File: src/rtl/mux_arb_pkg.sv
// Shared constants and helpers for the registered N:1 mux/arbiter.
// Provides mode encodings, a constant clog2 and the input-word extension function.
package mux_arb_pkg;

    localparam int MODE_SEL = 0;
    localparam int MODE_RR  = 1;

    function automatic int clog2(input int n);
        int r;
        r = 0;
        for (int v = n - 1; v > 0; v = v >> 1) begin
            r++;
        end
        return r;
    endfunction

    // Extends the low in_w bits of raw to 64 bits; callers truncate to their output width.
    function automatic logic [63:0] ext_word(input logic [63:0] raw, input int in_w, input bit sign_ext);
        logic [63:0] r;
        r = '0;
        for (int b = 0; b < 64; b++) begin
            if (b < in_w) begin
                r[b] = raw[b];
            end else if (sign_ext) begin
                r[b] = raw[in_w-1];
            end
        end
        return r;
    endfunction

endpackage

File: src/rtl/mux_arb_reg_rr_grant.sv
// Combinational round-robin grant: picks the first requester at or after rr_ptr, wrapping.
// The pointer register itself lives in the parent.
module rr_grant
    import mux_arb_pkg::*;
#(
    parameter int NUM_IN = 4,
    parameter int SEL_W  = 2
) (
    input  logic [NUM_IN-1:0] req,
    input  logic [SEL_W-1:0]  rr_ptr,
    output logic [SEL_W-1:0]  grant,
    output logic              any_req
);

    // Scan from the farthest position back to rr_ptr so the nearest requester wins.
    always_comb begin
        grant   = '0;
        any_req = 1'b0;
        for (int k = NUM_IN - 1; k >= 0; k--) begin
            if (req[SEL_W'((int'(rr_ptr) + k) % NUM_IN)]) begin
                grant   = SEL_W'((int'(rr_ptr) + k) % NUM_IN);
                any_req = 1'b1;
            end
        end
    end

endmodule

File: src/rtl/mux_arb_reg.sv
// Registered N:1 mux with valid/ready on every side; explicit select or round-robin mode.
// Optional macro MUX_ARB_TAG_EN adds out_src carrying the granted channel index.
module mux_arb_reg
    import mux_arb_pkg::*;
#(
    parameter int NUM_IN   = 4,
    parameter int IN_W     = 13,
    parameter int WIDTH    = 32,
    parameter int EXT_SIGN = 0,
    parameter int MODE     = 0,
    localparam int SEL_W   = (clog2(NUM_IN) > 1) ? clog2(NUM_IN) : 1
) (
    input  logic                   clk,
    input  logic                   rst_n,
    input  logic [NUM_IN*IN_W-1:0] in_data,
    input  logic [NUM_IN-1:0]      in_valid,
    output logic [NUM_IN-1:0]      in_ready,
    input  logic [SEL_W-1:0]       sel,
    output logic [WIDTH-1:0]       out_data,
    output logic                   out_valid,
    input  logic                   out_ready
`ifdef MUX_ARB_TAG_EN
    ,
    output logic [SEL_W-1:0]       out_src
`endif
);

    logic             load;
    logic             grant_ok;
    logic             transfer;
    logic [SEL_W-1:0] grant;
    logic [IN_W-1:0]  grant_word;
    logic [WIDTH-1:0] grant_ext;

    // The output register may accept a new word when empty or being drained this cycle.
    assign load = !out_valid || out_ready;

    generate
        if (MODE == MODE_RR) begin : g_rr
            logic [SEL_W-1:0] rr_ptr;
            logic [SEL_W-1:0] rr_idx;
            logic             any_req;
            logic             unused_sel;

            assign unused_sel = ^sel;

            rr_grant #(
                .NUM_IN (NUM_IN),
                .SEL_W  (SEL_W)
            ) u_rr_grant (
                .req     (in_valid),
                .rr_ptr  (rr_ptr),
                .grant   (rr_idx),
                .any_req (any_req)
            );

            assign grant    = rr_idx;
            assign grant_ok = any_req;

            // Advance past the winner only when a word actually moves.
            always_ff @(posedge clk or negedge rst_n) begin
                if (!rst_n) begin
                    rr_ptr <= '0;
                end else if (transfer) begin
                    rr_ptr <= (int'(rr_idx) == NUM_IN - 1) ? '0 : rr_idx + 1'b1;
                end
            end
        end else begin : g_sel
            assign grant    = sel;
            assign grant_ok = (int'(sel) < NUM_IN);
        end
    endgenerate

    always_comb begin
        in_ready = '0;
        if (load && grant_ok) begin
            in_ready[grant] = 1'b1;
        end
    end

    assign transfer   = load && grant_ok && in_valid[grant];
    assign grant_word = in_data[int'(grant)*IN_W +: IN_W];
    assign grant_ext  = WIDTH'(ext_word(64'(grant_word), IN_W, EXT_SIGN != 0));

    // out_data keeps its last value when the register empties; only out_valid drops.
    always_ff @(posedge clk or negedge rst_n) begin
        if (!rst_n) begin
            out_valid <= 1'b0;
            out_data  <= '0;
        end else if (load) begin
            out_valid <= transfer;
            if (transfer) begin
                out_data <= grant_ext;
            end
        end
    end

`ifdef MUX_ARB_TAG_EN
    always_ff @(posedge clk or negedge rst_n) begin
        if (!rst_n) begin
            out_src <= '0;
        end else if (transfer) begin
            out_src <= grant;
        end
    end
`endif

endmodule
File: config.mk
export PLATFORM = sky130hd
export DESIGN_NAME = mux_arb_reg
export DESIGN_NICKNAME = d
export VERILOG_FILES = /design/src/rtl/mux_arb_pkg.sv /design/src/rtl/mux_arb_reg_rr_grant.sv /design/src/rtl/mux_arb_reg.sv
export SDC_FILE = /design/constraint.sdc
export NUM_CORES = 1
export LEC_CHECK = 0
export CORE_MARGIN = 3
export CORE_UTILIZATION = 35
export CTS_BUF_LIST = sky130_fd_sc_hd__clkbuf_16
export CTS_CLUSTER_DIAMETER = 200
export CTS_CLUSTER_SIZE = 30
export DETAILED_ROUTE_END_ITERATION = 7
export GPL_TIMING_DRIVEN = 0
export HOLD_SLACK_MARGIN = 0.02
export PLACE_DENSITY_LB_ADDON = 0.12
export SLEW_MARGIN = 40
export SYNTH_ARGS = -nofsm -noshare
export SYNTH_HDL_FRONTEND = slang
export SYNTH_HIERARCHICAL = 1
export SYNTH_SLANG_ARGS = --single-unit
File: constraint.sdc
create_clock -name clk -period 2.38 [get_ports clk]
set_input_delay 0.357 -clock clk [delete_from_list [all_inputs] [get_ports clk]]
set_output_delay 0.357 -clock clk [all_outputs]
set_load 0.05 [all_outputs]
=== Word-level counts from Yosys, hierarchy flattened ===
Index checks and enable logic that the tools add are counted.

* Output and inout port bits: 37
* Word-level logic and storage cells: 16
* Register bits after elaboration: 14
* Bits of input ports: 61

* $mul: 1
* Shift operators: 1
* Magnitude comparators: 2
* Mux-type cells: 5
* Reduce and logical (&&, ||, !) cells: 5

{| class="wikitable"
|+ Operators with widths
! operator !! count
|-
| 52-bit by 7-bit indexed part select with 13-bit output || 1
|-
| 2-bit by 4-bit multiplier with 6-bit output, second input constant || 1
|-
| 4-bit two-way mux || 1
|-
| 2-bit by 3-bit less-than comparator with 1-bit output, second input constant || 1
|-
| 1-bit binary-select mux with 2-bit select || 1
|-
| 1-bit demux with 2-bit select || 1
|-
| 2-bit by 1-bit >= comparator with 1-bit output, second input constant || 1
|-
| 1-bit logical AND || 2
|-
| 1-bit two-way mux || 2
|-
| 2-bit AND reduction || 1
|-
| 1-bit logical NOT || 1
|-
| 1-bit logical OR || 1
|}

=== Depth between registers and ports, before layout ===
Gate-level depths: netlist (run 1).

* Word-level depth: 5
* Mapped depth: 5

=== Worst setup path before layout (run 1) ===
Ideal clock, no wire load.

* Path type: reg-to-output
* From: register out_valid
* To: output port in_ready[0]
* Arrival time: 1645 ps
* Data required time: 2023 ps
* Path slack: 378 ps
* Cell stages (with the launch flop): 4
* Cells stage by stage: dfrtp_1 > nand2b_1 > and2b_4 > nor2b_1

* Cells in the longest elaborated chain, start to end: 3

{| class="wikitable"
|+ Ends and longest elaborated chain
! element !! RTL line !! RTL
|-
| start, declared || mux_arb_reg.sv:20 || <nowiki>output logic out_valid,</nowiki>
|-
| start signal, assigned || mux_arb_reg.sv:91 || <nowiki>out_valid <= transfer;</nowiki>
|-
| 1-bit logical NOT || mux_arb_reg.sv:36 || <nowiki>assign load = !out_valid || out_ready;</nowiki>
|-
| 1-bit logical OR || mux_arb_reg.sv:36 ||
|-
| 4-bit two-way mux || mux_arb_reg.sv:76 || <nowiki>if (load && grant_ok) begin</nowiki>
|-
| end, declared || mux_arb_reg.sv:17 || <nowiki>output logic [NUM_IN-1:0] in_ready,</nowiki>
|}

Every way passes these cells.

=== Worst setup path after layout (run 1) ===
* From: input port out_ready
* To: output port in_ready[3]

* Cells in the longest elaborated chain, start to end: 2

{| class="wikitable"
|+ Ends and longest elaborated chain
! element !! RTL line !! RTL
|-
| start, declared || mux_arb_reg.sv:21 || <nowiki>input logic out_ready</nowiki>
|-
| 1-bit logical OR || mux_arb_reg.sv:36 ||
|-
| 4-bit two-way mux || mux_arb_reg.sv:76 ||
|}

Every way passes these cells.

==> out/qor.yml, run 1 <==
place.gp.congestion: 0.6997
cts_setup_buffers: 0
clockRootBuffer: "clkbuf_16"
synthesis.instances: 78
cts_sinks: 14
skew_ns: 0.003744
timing_hold_violations_final: 0
power.total_uw: 1397
yosys.area_share.simple_pct: 4.371
detail_route.vias_per_cell: 4.353
hpwl_um: 2536
slowest_stage: "clkdlybuf4s50_1"
htreeDepth: 1
first_pass_iters: 6
cts-buffers-inserted: 3
cts_tree: "done"
hold_path.class: "register to register"
port_buffers: 76
initial_core_util_pct: 37.52
multiInputGateArea_sq_um: 681.9
syn_avg_cell_area_sq_um: 15.05
power_density_nw_per_um2: 657.4
grt_pass1_vias: 977
critPathMaxStageDelay_ns: 0.80
synthMuxAreaShare_pct: 44.99
dieArea_sq_um: 4084
clock_latency_ns: 0.24
drc_errors: 0
antenna_left: 0
holdBufCountCts: 0
period_needed_ns: 2.300
synth_cell_types: 20
synth_seq_cells: 14
nets: 237
r2r_start: "out_valid$_DFFE_PN0P_"
p_leak_uw: 0.0009596
grt_first_pass_wirelength_um: 4802
path_class: "input port to primary output"
synth_top_family_by_area: "multiplexers"
tightest_slew_ns: 0.6669
drive_gt1_share_pct: 29.31
cp_common_cell: "clkdlybuf4s50_1"
maxCapViolations: 0
fill_cells: 233
slew_violations: 0
core_sq_um: 3128
syn_area_sq_um: 1174
rsz0062_at_grt: "false"
fmax_mhz: 434.7
critPathCaptureType: "primary output"
wl_um: 3088
cp.arrival_ns: 1.94
die_h_um: 63.91
seq_area_frac_synth_pct: 29.85
hold_ws_ns: 0.4994
ioPinCount: 98
crit_required_ns: 2.02
max_slew_margin_pct: 55.40
synthAdderAreaFrac_pct: 0
min_from: "out_data[9]$_DFFE_PN0P_"
status: "completed"
grtUsageTotal_pct: 15.46
path_clk_slew_ns: 0.04
wire_per_inst_um: 14.17
synth_xor_xnor_area_share_pct: 0
start_kind: "input port"
vdd_drop_max_v: 0.0002788
path_cells: "clkdlybuf4s50_1 -> nand2b_1 -> and3_2 -> clkdlybuf4s50_1"
num_rows: 20
synth_warnings: 6
first_iter_violations: 27
antenna_cells: 0
syn2layout_area_growth_pct: 81.02
antenna_found_initial: 0
synth_compound_area_share_pct: 2.665
grt.overflow.total: 0
finalSetupViolCount: 0
grt_max_degree: 15
min_period_over_period_pct: 96.65
die_w_um: 63.91
crit_fanout: 4
final-seq-area_sq_um: 350.3
clock_path_buffers: 2
routed-via-count: 949
worstSetupStartpoint: "out_ready"
[per-stage QoR]
stage	TNS, ns	worst slack, ns	cell area (sq um)	instances	utilization (%)
6_report	0	0.07970	2125	218	67.92
3_3_place_gp	-0.1373	-0.08002	2057	216	65.76
5_1_grt	0	0.01275	2125	218	67.92
2_1_floorplan	0	0.3776	1241	96	-
3_5_place_dp	-0.1444	-0.08836	2057	216	65.76
4_1_cts	0	0.02786	2128	219	68.04
[logic make-up after synthesis]
group,after synthesis
multiplexers,28
buffers and inverters,24
flip-flops,14
AND/OR/NAND/NOR,9
AO/OA/AOI/OAI,2
other,1
[Yosys cell counts, drive strengths merged]
master | number | area share (%)
dfrtp | 14 | 30
o21ai | 1 | 0.43
nor2b | 1 | 0.53
mux2i | 1 | 1.2
and3 | 1 | 0.64
nand2 | 3 | 0.96
a2bb2oi | 1 | 2.2
buf | 23 | 17
nor2 | 1 | 0.32
and2 | 1 | 0.53
and2b | 1 | 0.85
clkbuf | 1 | 0.32
conb | 1 | 0.32
mux2 | 14 | 17
mux4 | 13 | 27
nand2b | 1 | 0.53
[report_power, final]
group	switching (uW)	total (uW)	internal, uW
clock	90.3	310	219
combinational	410	755	345
sequential	31.2	332	300
[state kept, by name, summed over array words and instances (netlist names)]
| signal | flops |
|---|---|
| out_data | 13 |
| out_valid | 1 |
[critical path, delay by kind of cell]
| family | cells | cell delay (ns) |
|---|---|---|
| buffers and inverters | 2 | 1.24 |
| and+or+nand+nor | 2 | 0.35 |
[placed cells by master (no fill, tap or decap)]
| master | n |
|---|---|
| buf_6 | 2 |
| mux4_2 | 7 |
| and3_2 | 1 |
| mux2i_2 | 1 |
| and2_1 | 1 |
| nor2_1 | 1 |
| clkbuf_16 | 3 |
| nand2_1 | 3 |
| clkdlybuf4s50_1 | 73 |
| nand2b_1 | 1 |
| mux4_1 | 6 |
| mux2_2 | 3 |
| a2bb2oi_4 | 1 |
| o21ai_0 | 1 |
| buf_12 | 2 |
| mux2_4 | 11 |
| conb_1 | 19 |
| dfrtp_1 | 14 |
| dlygate4sd2_1 | 3 |
| nor2b_1 | 1 |
| and2b_4 | 1 |
| buf_4 | 19 |
[final timing paths]
path                                       endpoint  slack (ns)  cells after the start
min in group asynchronous   out_data[0]$_DFFE_PN0P_        0.53                      1
hold reg to reg             out_data[9]$_DFFE_PN0P_        0.50                      1
setup / recovery                        in_ready[3]        0.08                      4
hold / removal              out_data[9]$_DFFE_PN0P_        0.50                      1
setup reg to reg            out_data[1]$_DFFE_PN0P_        0.93                      5
max in group asynchronous  out_data[11]$_DFFE_PN0P_        1.42                      1
[routing by layer]
| metal | vias to the layer above | part of all wire, % | global-route usage, % |
|---|---|---|---|
| li1 | 450 | - | - |
| met1 | 443 | 39 | 18.37 |
| met2 | 54 | 49 | 25.94 |
| met3 | 2 | 11 | 4.394 |
| met4 | 0 | 1.2 | 6.469 |
| met5 | - | 0 | 0 |
[cell type report]
class	count	area share, %
Timing Repair Buffer	76	35.63
Multi-Input combinational cell	58	32.10
Sequential cell	14	16.49
Buffer	23	9.658
Clock buffer	3	3.534
Tap cell	44	2.591
[timing repair]
action	CTS	global route
endpoints found under the setup margin	3	1
endpoints found under the hold margin	0	0
resized for setup	3	0
No activity file was read; power rests on OpenSTA's default activity.
==> inputs of run 2 (changes only) <==
- CORE_ASPECT_RATIO: not set -> 1.25
==> run 2 against run 1 <==
Effect of this change: die area rose by 0.11%; core utilization rose by 0.87 points; sequential share of layout area barely moved; power rose by 0.57%; clock skew fell by 0.0014 ns; via count fell by 0.11%; sequential power barely moved; worst hold slack improved by 0.0055 ns; non-clock buffer count did not move; critical path depth rose by 1; first-iteration DRC count fell by 59%; largest cell class unchanged; highest routed layer unchanged.
==> out/qor.yml, run 2 (synthesis gave the netlist of run 1 again) <==
status: "completed"
holdBufCountCts: 0
antenna_found_initial: 0
routed-via-count: 948
min_period_over_period_pct: 91.67
grt_first_pass_wirelength_um: 4864
dpl.cell_count: 208
path_clk_slew_ns: 0.05
final_common_cell: "clkdlybuf4s50_1"
core_sq_um: 3083
crit_required_ns: 2.02
p_leak_uw: 0.0009769
first_pass_iters: 4
tightest_slew_ns: 0.6580
clock_latency_ns: 0.24
dieArea_sq_um: 4088
place.gp.congestion: 0.7410
crit_fanout: 4
grtUsageTotal_pct: 15.70
grt.overflow.total: 0
mostFrequentLayoutCells: "72 x clkdlybuf4s50_1, 19 x buf_4, 19 x conb_1, 14 x dfrtp_1, 11 x mux2_4"
fill_cells: 243
largest_reg_flops: 13
clock_path_buffers: 2
htreeDepth: 1
nets: 237
grt_max_degree: 20
antenna_left: 0
placed_area_sq_um: 2047
cp.arrival_ns: 1.82
grt_pass1_vias: 1031
rsz0062_at_grt: "false"
slew_violations: 0
final-seq-area_sq_um: 350.3
power_density_nw_per_um2: 662.4
cts_sinks: 14
power.total_uw: 1405
drc_errors: 0
fin_area_sq_um: 2121
port_buffers: 76
final_cells: 211
timing_hold_violations_final: 0
die_w_um: 57.80
wl_um: 3148
cts-buffers-inserted: 3
max_slew_margin_pct: 56.00
first_iter_violations: 11
hold_ws_ns: 0.5049
initial_core_util_pct: 38.07
finalSetupViolCount: 0
cts_tree: "done"
drive_gt1_share_pct: 29.14
maxCapViolations: 0
period_needed_ns: 2.182
multiInputGateArea_sq_um: 681.9
hpwl_um: 2650
num_rows: 22
regMostFlops: "out_data"
syn2layout_area_growth_pct: 80.70
biggestRegsByFlops: "out_data: 13 flops, out_valid: 1 flops"
wire_per_inst_um: 14.92
critPathCaptureType: "primary output"
hold_path.class: "register to register"
ioPinCount: 98
detail_route.vias_per_cell: 4.493
clockRootBuffer: "clkbuf_16"
fin_util_pct: 68.79
die_h_um: 70.74
fmax_mhz: 458.3
path_class: "input port to primary output"
vdd_drop_max_v: 0.0005016
antenna_cells: 0
start_kind: "input port"
skew_ns: 0.002377
## run 2: cell count changes in the layout (fill, tap and decap cells not counted)
cell / previous run / this run
clkdlybuf4s50_1: 73 / 72
clkinv_1: 0 / 1
dlymetal6s2s_1: 0 / 1
## run 2: critical path, stage by stage
cell,delay (ns)
clkdlybuf4s50_1,0.45
nand2b_1,0.17
and2b_4,0.19
nor2b_1,0.12
dlygate4sd2_1,0.54
## run 2: through the flow
step                setup WS, ns  setup TNS, ns
floorplan                 0.3776              0
global placement        -0.07571        -0.1288
detailed placement       -0.1029        -0.1901
CTS                      0.05258              0
global route             0.09773              0
finish                    0.1982              0
## run 2: path summary, 6_finish.rpt
kind,slack [ns],endpoint,start,cells after the start
max,0.20,in_ready[0],out_ready,5
min,0.50,out_data[11]$_DFFE_PN0P_,out_data[11]$_DFFE_PN0P_,1
max reg2reg,0.93,out_data[6]$_DFFE_PN0P_,out_valid$_DFFE_PN0P_,5
min reg2reg,0.50,out_data[11]$_DFFE_PN0P_,out_data[11]$_DFFE_PN0P_,1
max in group asynchronous,1.44,out_data[5]$_DFFE_PN0P_,rst_n,1
min in group asynchronous,0.52,out_data[0]$_DFFE_PN0P_,rst_n,1
## run 2: layout make-up
class,count,area share (%)
buffer,23,9.676
multi-input combinational,58,32.15
timing repair buffer,76,35.81
clock inverter,1,0.1770
tap,36,2.124
sequential,14,16.52
clock buffer,3,3.540
## run 2: routing by layer
layer / track usage (%) / part of all wire, % / vias up
li1: - / - / 452
met1: 17.20 / 35 / 440
met2: 28.89 / 56 / 54
met5: 0 / 0 / -
met3: 4.197 / 9.1 / 2
met4: 4.639 / 0.67 / 0
## run 2: report_power, final
part	total [uW]	switching, uW	internal [uW]
combinational	753	408	345
clock	322	99.9	222
sequential	330	29.4	300
total	1400	537	868
## run 2: what timing repair did
action                     CTS  global route
setup endpoints to repair    4             1
resized for setup            3             1
cloned                       0             0
buffers inserted             0             0
==> inputs of run 3 (changes only) <==
- ABC_AREA: not set -> 1
- CELL_PAD_IN_SITES_DETAIL_PLACEMENT: not set -> 0
- CELL_PAD_IN_SITES_GLOBAL_PLACEMENT: not set -> 1
- CORE_UTILIZATION: 35 -> 23
==> run 3 against run 2 <==
Effect of this change: sequential share of layout area shrank 1.1 points; die area up 61%; sequential power down 4%; clock power decreased by 5%; clock-buffer cell count unchanged; synthesized area is 11% higher; via count is 57% higher; critical path type unchanged; critical endpoint unchanged; highest routed layer unchanged.
==> out/qor.yml, run 3 <==
status: "completed"
syn_area_sq_um: 1299
final_common_cell: "nand2_1"
rsz0062_at_grt: "false"
maxCapViolations: 0
path_cells: "clkdlybuf4s50_1 -> buf_6 -> buf_6 -> nor3_1 -> dlygate4sd2_1"
port_buffers: 77
crit_fanout: 10
die_w_um: 73.21
fmax_mhz: 441.9
grt.overflow.total: 0
cp.arrival_ns: 1.91
cp_common_cell: "buf_6"
nets: 383
period_needed_ns: 2.263
max_slew_margin_pct: 58.95
grt_first_pass_wirelength_um: 6755
largest_reg_flops: 13
grt_pass1_vias: 1421
timing_hold_violations_final: 0
synth_cell_types: 14
biggestRegsByFlops: "out_data: 13 flops, out_valid: 1 flops"
wire_per_inst_um: 11.12
synth_edf_count: 0
holdBufCountCts: 0
synth_area_leader_cell: "nand2_1"
first_iter_violations: 61
place.gp.congestion: 0.7721
antenna_cells: 0
drc_errors: 0
fill_cells: 600
hold_ws_ns: 0.4631
slew_violations: 0
routed-via-count: 1493
start_kind: "input port"
skew_ns: 0.0005573
regMostFlops: "out_data"
path_clk_slew_ns: 0.04
clockRootBuffer: "clkbuf_16"
ys_top_cells_by_count: "152 x nand2_1, 20 x buf_4, 14 x dfrtp_1, 13 x nand3_1, 6 x buf_6"
synth.top_cell.area_share_pct: 43.93
vdd_drop_max_v: 0.0003952
worst_slack_ns: 0.1168
finalSetupViolCount: 0
antenna_left: 0
clock_latency_ns: 0.24
hold_path.class: "register to register"
htreeDepth: 1
critPathMaxStageDelay_ns: 0.56
whs_path_depth: 2
synth-async-reset-ratio_pct: 100.0
ioPinCount: 98
power.total_uw: 1316
wl_um: 4249
reg2reg_depth: 6
drive_gt1_share_pct: 12.81
syn_avg_cell_area_sq_um: 5.850
synth_ff_type: "dfrtp_1"
synth.most_common_cell: "nand2_1"
synthesis.instances: 222
crit_required_ns: 2.02
cts_tree: "done"
critPathCaptureType: "primary output"
grt_max_degree: 15
die_h_um: 90.02
dieArea_sq_um: 6590
seq_area_frac_synth_pct: 26.97
detail_route.vias_per_cell: 3.908
synthTopCellsByArea: "nand2_1 44%, dfrtp_1 27%, buf_4 12%"
min_period_over_period_pct: 95.09
p_leak_uw: 0.001257
cts_sinks: 14
path_class: "input port to primary output"
cts-buffers-inserted: 3
initial_core_util_pct: 24.68
slowest_stage: "dlygate4sd2_1"
num_rows: 29
antenna_found_initial: 0
synth_warnings: 6
place_ws_ns: -0.2755
grtUsageTotal_pct: 12.79
syn2layout_area_growth_pct: 75.34
power_density_nw_per_um2: 577.8
hpwl_um: 3489
mostFrequentLayoutCells: "152 x nand2_1, 73 x clkdlybuf4s50_1, 20 x buf_4, 19 x conb_1, 14 x dfrtp_1"
first_pass_iters: 4
core_sq_um: 5261
tightest_slew_ns: 0.6138
clock_path_buffers: 2
synth_seq_cells: 14
-- run 3: area by class of cell --
type                            count  area [sq um]  share of cell area, %
Tap cell                           62         77.57                  3.407
Multi-Input combinational cell    191         748.2                  32.86
Timing Repair Buffer               77         758.2                  33.30
Sequential cell                    14         350.3                  15.38
Buffer                             31         252.7                  11.10
Inverter                            4         15.01                 0.6593
Clock buffer                        3         75.07                  3.297
-- run 3: per-layer routing --
| metal | part of all wire (%) | track usage (%) | vias up |
|---|---|---|---|
| met1 | 42 | 15.45 | 600 |
| met5 | 0 | 0 | - |
| met2 | 49 | 22.54 | 62 |
| li1 | - | - | 829 |
| met3 | 9.0 | 3.795 | 2 |
| met4 | 0.33 | 1.385 | 0 |
-- run 3: final timing paths --
kind,from,to,slack [ns]
min in group asynchronous,rst_n,out_data[5]$_DFFE_PN0P_,0.51
max,sel[0],in_ready[0],0.12
max reg2reg,out_valid$_DFFE_PN0P_,out_data[5]$_DFFE_PN0P_,1.10
max in group asynchronous,rst_n,out_data[10]$_DFFE_PN0P_,1.48
min reg2reg,out_data[6]$_DFFE_PN0P_,out_data[6]$_DFFE_PN0P_,0.46
min,out_data[6]$_DFFE_PN0P_,out_data[6]$_DFFE_PN0P_,0.46
-- run 3: kinds of logic (layout without fill, tap and decap cells) --
group | after synthesis | after routing | synth area share [%]
flops | 14 | 14 | 26.98
simple gates | 172 | 172 | 52.12
buf+inv | 35 | 115 | 20.62
other cells | 1 | 19 | 0.2887
-- run 3: worst max-delay path: cells and delay by family --
| kind | cells | cell delay (ns) |
|---|---|---|
| buffers and inverters | 4 | 1.37 |
| and+or+nand+nor | 1 | 0.17 |
-- run 3: report_power, final --
group / switching [uW] / total (uW) / leakage (uW) / internal (uW)
combinational: 428 / 693 / 0.00104 / 266
clock: 86.7 / 306 / 0.0000370 / 219
sequential: 26.2 / 317 / 0.000176 / 291
-- run 3: per-stage QoR --
step / std cells / utilization (%) / area (sq um) / setup TNS, ns
6_report: 382 / 43.28 / 2277 / 0
4_1_cts: 382 / 43.42 / 2285 / 0
3_5_place_dp: 379 / 42.09 / 2215 / -0.9000
2_1_floorplan: 240 / - / 1366 / 0
5_1_grt: 382 / 43.28 / 2277 / 0
3_3_place_gp: 379 / 42.09 / 2215 / -0.9193
-- run 3: timing repair --
| item | CTS | global route |
|---|---|---|
| setup buffers | 0 | 0 |
| resized for setup | 4 | 6 |
| hold endpoints to repair | 0 | 0 |
| setup endpoints to repair | 4 | 2 |
